File: src/rtl/cpr_mon_pkg.sv
// Shared types and default constants for the CPR rhythm monitor.
package cpr_mon_pkg;

  typedef enum logic [1:0] {
    StIdle,
    StWaitSync,
    StCompress,
    StBreath
  } cpr_state_e;

  localparam int unsigned TickDivDef    = 10;
  localparam int unsigned PeriodWDef    = 16;
  localparam int unsigned CompPerCycDef = 30;
  localparam int unsigned BrthPerCycDef = 2;
  localparam int unsigned PeriodMinDef  = 50;
  localparam int unsigned PeriodMaxDef  = 70;
  localparam int unsigned TimeoutDef    = 1000;

  // Saturating 16-bit increment for the completed-cycle counter.
  function automatic logic [15:0] sat_inc16(input logic [15:0] v);
    return (v == 16'hFFFF) ? v : v + 16'd1;
  endfunction

endpackage

File: src/rtl/cpr_edge_sync.sv
// Two-flop synchroniser followed by a registered rising-edge pulse.
// A pin rise produces a one-clock pulse three clocks later; a held level yields one pulse.
module cpr_edge_sync (
  input  logic clk_i,
  input  logic rst_ni,
  input  logic d_i,
  output logic pulse_o
);

  // [0] first sync stage, [1] second sync stage, [2] previous synchronised value
  logic [2:0] sync_q, sync_d;
  logic       pulse_q, pulse_d;

  // Shift the pin through the synchroniser and detect a 0->1 transition.
  always_comb begin
    sync_d  = {sync_q[1:0], d_i};
    pulse_d = sync_q[1] & ~sync_q[2];
  end

  // Synchroniser and pulse registers.
  always_ff @(posedge clk_i or negedge rst_ni) begin
    if (!rst_ni) begin
      sync_q  <= '0;
      pulse_q <= 1'b0;
    end else begin
      sync_q  <= sync_d;
      pulse_q <= pulse_d;
    end
  end

  assign pulse_o = pulse_q;

endmodule

File: src/rtl/cpr_rhythm_monitor.sv
// Receive-side checker for the CPR pacer strobes: measures the compression period, checks the
// compress/breath sequence and counts completed cycles.
// Optional feature: define CPR_MON_TIMEOUT_EN to enable the stalled-strobe timeout.
module cpr_rhythm_monitor
  import cpr_mon_pkg::*;
#(
  parameter int unsigned TICK_DIV     = TickDivDef,
  parameter int unsigned PERIOD_W     = PeriodWDef,
  parameter int unsigned COMP_PER_CYC = CompPerCycDef,
  parameter int unsigned BRTH_PER_CYC = BrthPerCycDef,
  parameter int unsigned PERIOD_MIN   = PeriodMinDef,
  parameter int unsigned PERIOD_MAX   = PeriodMaxDef,
  parameter int unsigned TIMEOUT      = TimeoutDef
) (
  input  logic                clk,
  input  logic                rstb,
  input  logic                enable,
  input  logic                clear,
  input  logic                compress_in,
  input  logic                breath_in,
  input  logic                sync_in,
  output logic                busy,
  output logic                cycle_done,
  output logic [15:0]         cycle_count,
  output logic [7:0]          comp_count,
  output logic [PERIOD_W-1:0] last_period,
  output logic                err_rate,
  output logic                err_seq,
  output logic                err_timeout
);

  localparam int unsigned TickW = (TICK_DIV > 1) ? $clog2(TICK_DIV) : 1;

  // Reject nonsensical configurations at elaboration.
  if (TICK_DIV < 1 || PERIOD_MIN > PERIOD_MAX || TIMEOUT == 0) begin : g_bad_cfg
    $error("cpr_rhythm_monitor: invalid parameter set");
  end

  logic comp_e, brth_e, sync_e;

  cpr_edge_sync u_comp_sync (.clk_i(clk), .rst_ni(rstb), .d_i(compress_in), .pulse_o(comp_e));
  cpr_edge_sync u_brth_sync (.clk_i(clk), .rst_ni(rstb), .d_i(breath_in),   .pulse_o(brth_e));
  cpr_edge_sync u_sync_sync (.clk_i(clk), .rst_ni(rstb), .d_i(sync_in),     .pulse_o(sync_e));

  cpr_state_e          state_q, state_d;
  logic [TickW-1:0]    tick_cnt_q, tick_cnt_d;
  logic [PERIOD_W-1:0] period_q, period_d, last_q, last_d, meas;
  logic [7:0]          comp_q, comp_d, brth_q, brth_d;
  logic [15:0]         cyc_q, cyc_d;
  logic                busy_q, busy_d, done_q, done_d;
  logic                err_rate_q, err_rate_d, err_seq_q, err_seq_d, err_to_q, err_to_d;
  logic                tick;

  assign tick = busy_q && (tick_cnt_q == TickW'(TICK_DIV - 1));
  // Period as it stands including the tick of this clock, so an edge N ticks after the
  // previous one reads back N.
  assign meas = ((period_q != '1) && tick) ? period_q + 1'b1 : period_q;

  // Next-state: tick/period counters, sequence FSM, counts and sticky errors.
  always_comb begin
    state_d    = state_q;
    comp_d     = comp_q;
    brth_d     = brth_q;
    last_d     = last_q;
    done_d     = 1'b0;
    cyc_d      = clear ? 16'd0 : cyc_q;
    err_rate_d = clear ? 1'b0 : err_rate_q;
    err_seq_d  = clear ? 1'b0 : err_seq_q;
    err_to_d   = clear ? 1'b0 : err_to_q;
    tick_cnt_d = (busy_q && !tick) ? tick_cnt_q + 1'b1 : '0;
    period_d   = (tick && period_q != '1) ? period_q + 1'b1 : period_q;
    if (comp_e) period_d = '0;
`ifdef CPR_MON_TIMEOUT_EN
    if (brth_e) period_d = '0;
`endif
    if (!enable) begin
      state_d  = StIdle;
      comp_d   = '0;
      brth_d   = '0;
      period_d = '0;
    end else begin
      unique case (state_q)
        StIdle: state_d = StWaitSync;
        StWaitSync: begin
          if (sync_e) begin
            state_d  = StCompress;
            comp_d   = '0;
            brth_d   = '0;
            period_d = '0;
          end
        end
        StCompress, StBreath: begin
          if (sync_e) begin
            if (comp_q != '0 || state_q == StBreath) err_seq_d = 1'b1;
            state_d  = StCompress;
            comp_d   = '0;
            brth_d   = '0;
            period_d = '0;
          end else if ((comp_e && brth_e) ||
                       (state_q == StCompress && brth_e) ||
                       (state_q == StBreath && comp_e)) begin
            err_seq_d = 1'b1;
            state_d   = StWaitSync;
            comp_d    = '0;
            brth_d    = '0;
          end else if (comp_e) begin
            // First compression of a cycle has no meaningful predecessor to measure against.
            if (comp_q != '0 &&
                (meas < PERIOD_W'(PERIOD_MIN) || meas > PERIOD_W'(PERIOD_MAX))) begin
              err_rate_d = 1'b1;
            end
            last_d = meas;
            comp_d = comp_q + 8'd1;
            if (comp_d == 8'(COMP_PER_CYC)) state_d = StBreath;
          end else if (brth_e) begin
            brth_d = brth_q + 8'd1;
            if (brth_d == 8'(BRTH_PER_CYC)) begin
              done_d  = 1'b1;
              cyc_d   = sat_inc16(cyc_d);
              comp_d  = '0;
              brth_d  = '0;
              state_d = StCompress;
            end
          end
`ifdef CPR_MON_TIMEOUT_EN
          else if (period_q >= PERIOD_W'(TIMEOUT)) begin
            err_to_d = 1'b1;
            state_d  = StWaitSync;
            comp_d   = '0;
            brth_d   = '0;
          end
`endif
        end
        default: state_d = StIdle;
      endcase
    end
    busy_d = (state_d != StIdle);
  end

  // All monitor state and registered outputs.
  always_ff @(posedge clk or negedge rstb) begin
    if (!rstb) begin
      state_q    <= StIdle;
      tick_cnt_q <= '0;
      period_q   <= '0;
      last_q     <= '0;
      comp_q     <= '0;
      brth_q     <= '0;
      cyc_q      <= '0;
      busy_q     <= 1'b0;
      done_q     <= 1'b0;
      err_rate_q <= 1'b0;
      err_seq_q  <= 1'b0;
      err_to_q   <= 1'b0;
    end else begin
      state_q    <= state_d;
      tick_cnt_q <= tick_cnt_d;
      period_q   <= period_d;
      last_q     <= last_d;
      comp_q     <= comp_d;
      brth_q     <= brth_d;
      cyc_q      <= cyc_d;
      busy_q     <= busy_d;
      done_q     <= done_d;
      err_rate_q <= err_rate_d;
      err_seq_q  <= err_seq_d;
      err_to_q   <= err_to_d;
    end
  end

  assign busy        = busy_q;
  assign cycle_done  = done_q;
  assign cycle_count = cyc_q;
  assign comp_count  = comp_q;
  assign last_period = last_q;
  assign err_rate    = err_rate_q;
  assign err_seq     = err_seq_q;
`ifdef CPR_MON_TIMEOUT_EN
  assign err_timeout = err_to_q;
`else
  assign err_timeout = 1'b0;
`endif

endmodule

File: config.mk
export PLATFORM = sky130hd
export DESIGN_NAME = cpr_rhythm_monitor
export DESIGN_NICKNAME = d
export VERILOG_FILES = /design/src/rtl/cpr_mon_pkg.sv /design/src/rtl/cpr_edge_sync.sv /design/src/rtl/cpr_rhythm_monitor.sv
export SDC_FILE = /design/constraint.sdc
export NUM_CORES = 1
export LEC_CHECK = 0
export ABC_AREA = 0
export BUFFER_PORTS_ARGS = -buffer_cell sky130_fd_sc_hd__buf_2
export CORE_MARGIN = 3
export CORE_UTILIZATION = 45
export DETAILED_ROUTE_END_ITERATION = 6
export PLACE_DENSITY_LB_ADDON = 0.25
export SETUP_SLACK_MARGIN = 0.4
export SLEW_MARGIN = 20
export SYNTH_ARGS = -nofsm -noshare
export SYNTH_HDL_FRONTEND = slang
export SYNTH_HIERARCHICAL = 1
export SYNTH_SLANG_ARGS = --single-unit
export TNS_END_PERCENT = 1
File: constraint.sdc
create_clock -name clk -period 2.63 [get_ports clk]
set_clock_uncertainty 0.05 [all_clocks]
set_input_delay 0.526 -clock clk [delete_from_list [all_inputs] [get_ports clk]]
set_output_delay 0.526 -clock clk [all_outputs]
set_load 0.01 [all_outputs]
==> reports/results.ini <==
[clocking]
path_clk_slew_ns = 0.09
cts-htree-levels = 3
tritoncts = yes
clockBufferDepth = 2
clkLatencyLatePin_ns = 0.35
ctsRootBufferMaster = clkbuf_8
cts_buffers = 9
clock_sinks = 86

[final_layout]
fin_util_pct = 57.9
layout-drive-gt1-share_pct = 26.5
fillers = 824
fin_nets = 558
syn2layout_area_growth_pct = 23.7
n_antenna_cell = 0

[global_routing]
use_met1_pct = 26.9
grt_pass1_vias = 3545
grtUsageMet2_pct = 29.7
grt_overflow_total = 0
grt_pass1_wl_mm = 17.4
antenna_found_initial = 0
grt_busiest_layer = met2
grt_max_degree = 50
grt_use_total_pct = 19.2
gr-usage-met3_pct = 3.15

[timing]
tightest_slew_ns = 0.742
relSlewSlack_pct = 50.4
hold_viol_final = 0
setup_slack_ns = 0.238
setup_viol = 0
min_period_ns = 2.39
max_freq_mhz = 418
drv_slew = 0
setup_tns_ns = 0
timing.final.crit_share_pct = 90.9
rsz0062_at_grt = true

[synth]
synth.ff_latch_count = 86
synth_area_um2 = 4380
synth_edf_count = 0
ys_async_sr_fraction_pct = 100
yosysSeqAreaShare_pct = 49.1
yosys_warnings = 6
yosysTopAreaCell = dfrtp_1
synth_area_leaders = dfrtp_1 49%, o21ai_0 5.0%, nand2_1 4.9%
synth_ff_type = dfrtp_1
yosysUniqueCellTypes = 59
synth_cells = 462
synth_fp_nets = 478
syn_avg_cell_area_um2 = 9.48
yosysTopAreaCellShare_pct = 49.1

[worst_setup_path]
slowest_delay_ns = 0.58
cp_slowest_cell = or4_4
worstPathRequired_ns = 2.79
startpoint = period_q[10]
worstPathArrival_ns = 2.55
timing.rr.start = period_q[10]
cp_max_fo = 6
start_kind = flop
crit_path_cell_trace = nand3_2 -> or4_4 -> nand4_1 -> xor2_4 -> o311ai_2 -> o32ai_2 -> a32oi_1
cp-end-kind = flop
critPathKind = flop to flop

[routing]
wire_per_inst_um = 15.1
ant_nets = 0
first_pass_iters = 4
vias_per_cell = 5.49
route.final.wire_length_mm = 10.2
drtIter0Drc = 140
vias = 3714
drc = 0

[pwr]
p_leak_nw = 2.45
vdd_drop_max_uv = 238
p_per_area_nw_per_um2 = 462

[floorplanning]
ios = 52
core_area_um2 = 9370
die_h_um = 105
die-area_um2 = 11000
initial_core_util_pct = 46.8
rows = 35
die_w_um = 105

[job]
drv_cap = 0

[run_status]
status = finished, final reports clean

[placement]
hpwl_mm = 6.74
post-place-ws_ns = 0.0918
io_buffers = 50
place.gp.congestion = 0.873

[worst_hold_path]
hold_class = primary input to async pin

[Yosys cell counts (3+ instances only)]
cell and n:
or4_1 3, o21ai_0 44, nand3_1 19, and4_1 4
buf_2 3, clkbuf_1 11, nand4_1 16, nor2_1 37
a21oi_1 15, mux2i_1 8, and3_1 12, nor4_1 11
o31ai_1 7, nor2b_4 3, and2_1 3, nor3b_1 4
nand2_1 57, inv_1 15, or3_1 5, xor2_1 12
o22ai_1 3, nor2b_1 7, nor3_1 11, nand2b_1 4
dfrtp_1 86, nand3b_1 3, ha_1 9, xnor2_1 13
[power breakdown]
group | leakage, nW | internal, W | switching (W) | total, W
Combinational | 1.17 | 0.0000419 | 0.0000756 | 0.000118
Clock | 0.113 | 0.000564 | 0.000472 | 0.00104
Sequential | 1.16 | 0.00134 | 0.0000164 | 0.00135
[path summary, 6_finish.rpt]
check                                         to  slack, ns  depth (start not counted)
max reg2reg                             err_rate       0.24                          7
max                                     err_rate       0.24                          7
min in group clk           u_brth_sync/sync_q[0]       0.23                          1
min                                comp_count[0]       0.08                          1
max in group asynchronous            period_q[8]       1.80                          2
min reg2reg                u_comp_sync/sync_q[1]       0.30                          0
[logic make-up (layout without fill, tap and decap cells)]
kind of cell	Yosys count	in the layout	synth area share [%]
DFF	86	86	49.1
buffers and inverters	33	118	3.20
xor gates and xnor gates	25	25	5.00
muxes	10	10	2.34
other	1	1	0.0856
and+or+nand+nor	209	209	25.6
adders and majority gates	9	9	2.57
AOI/OAI and AO/OA	89	89	12.1
[cell type report]
type / instances / area, um2 / area share, %
timing repair buffer: 87 / 543 / 10.0
multi-input combinational: 343 / 2280 / 42.0
clock inverter: 5 / 82.6 / 1.52
clock buffer: 11 / 141 / 2.61
inverter: 15 / 56.3 / 1.04
tap: 129 / 161 / 2.98
sequential: 86 / 2160 / 39.8
[through the flow]
| stage | instance area (um2) | hold WS (ns) | cells | power [W] |
|---|---|---|---|---|
| 2_1_floorplan | 4430 | 0.180 | 462 | 0.00143 |
| 3_3_place_gp | 4900 | 0.282 | 641 | 0.00149 |
| 3_5_place_dp | 4900 | 0.285 | 641 | 0.00149 |
| 4_1_cts | 5340 | 0.0882 | 674 | 0.00254 |
| 5_1_grt | 5420 | 0.107 | 676 | 0.00261 |
| 6_report | 5420 | 0.0821 | 676 | 0.00251 |
[state kept, by name (all words and copies together) (netlist names)]
signal,count
err_rate,1
comp_count,8
err_seq,1
cycle_count,16
u_sync_sync/pulse_o,1
u_comp_sync/sync_q,3
brth_q,8
u_sync_sync/sync_q,3
busy,1
state_q,2
u_brth_sync/sync_q,3
period_q,16
cycle_done,1
u_brth_sync/pulse_o,1
u_comp_sync/pulse_o,1
last_period,16
tick_cnt_q,4
[placed cells by master (no fill, tap or decap), types with 3 or more instances in the layout]
master,count
and4_1,4
nand3b_1,3
nor3b_1,4
nand2b_1,4
nand3_2,4
nor2b_4,3
nor4_2,6
nor2b_1,7
nor3_1,10
buf_4,37
nand4_1,16
xnor2_1,13
xor2_1,11
dfrtp_1,82
clkbuf_8,10
dfrtp_2,4
nor4_4,3
o21ai_0,41
nor2_1,37
inv_1,14
mux2i_1,6
or3_1,5
buf_2,49
nand2_1,55
nand3_1,16
a21oi_1,14
o31ai_1,6
ha_1,6
o21ai_1,4
nor4_1,3
and3_1,12
and2_1,3
[timing repair]
item | in CTS | in global routing
pin swaps | 6 | 8
hold buffers | 0 | 0
gates resized for setup | 17 | 15
buffers inserted | 17 | 2
setup endpoints to repair | 13 | 26
[critical path: cells and delay by family, from the launching register on]
family | cells | cell delay (ns)
simple gates | 3 | 1.00
compound gates | 3 | 0.48
flops | 1 | 0.46
xor+xnor | 1 | 0.27
[metal layers]
metal,wire length [um],vias to the layer above,share of wire (%)
li1,-,1807,-
met3,387,13,3.8
met2,4820,79,47
met5,0,-,0
met4,162,0,1.6
met1,4820,1815,47
No activity file was read; power rests on OpenSTA's default activity.
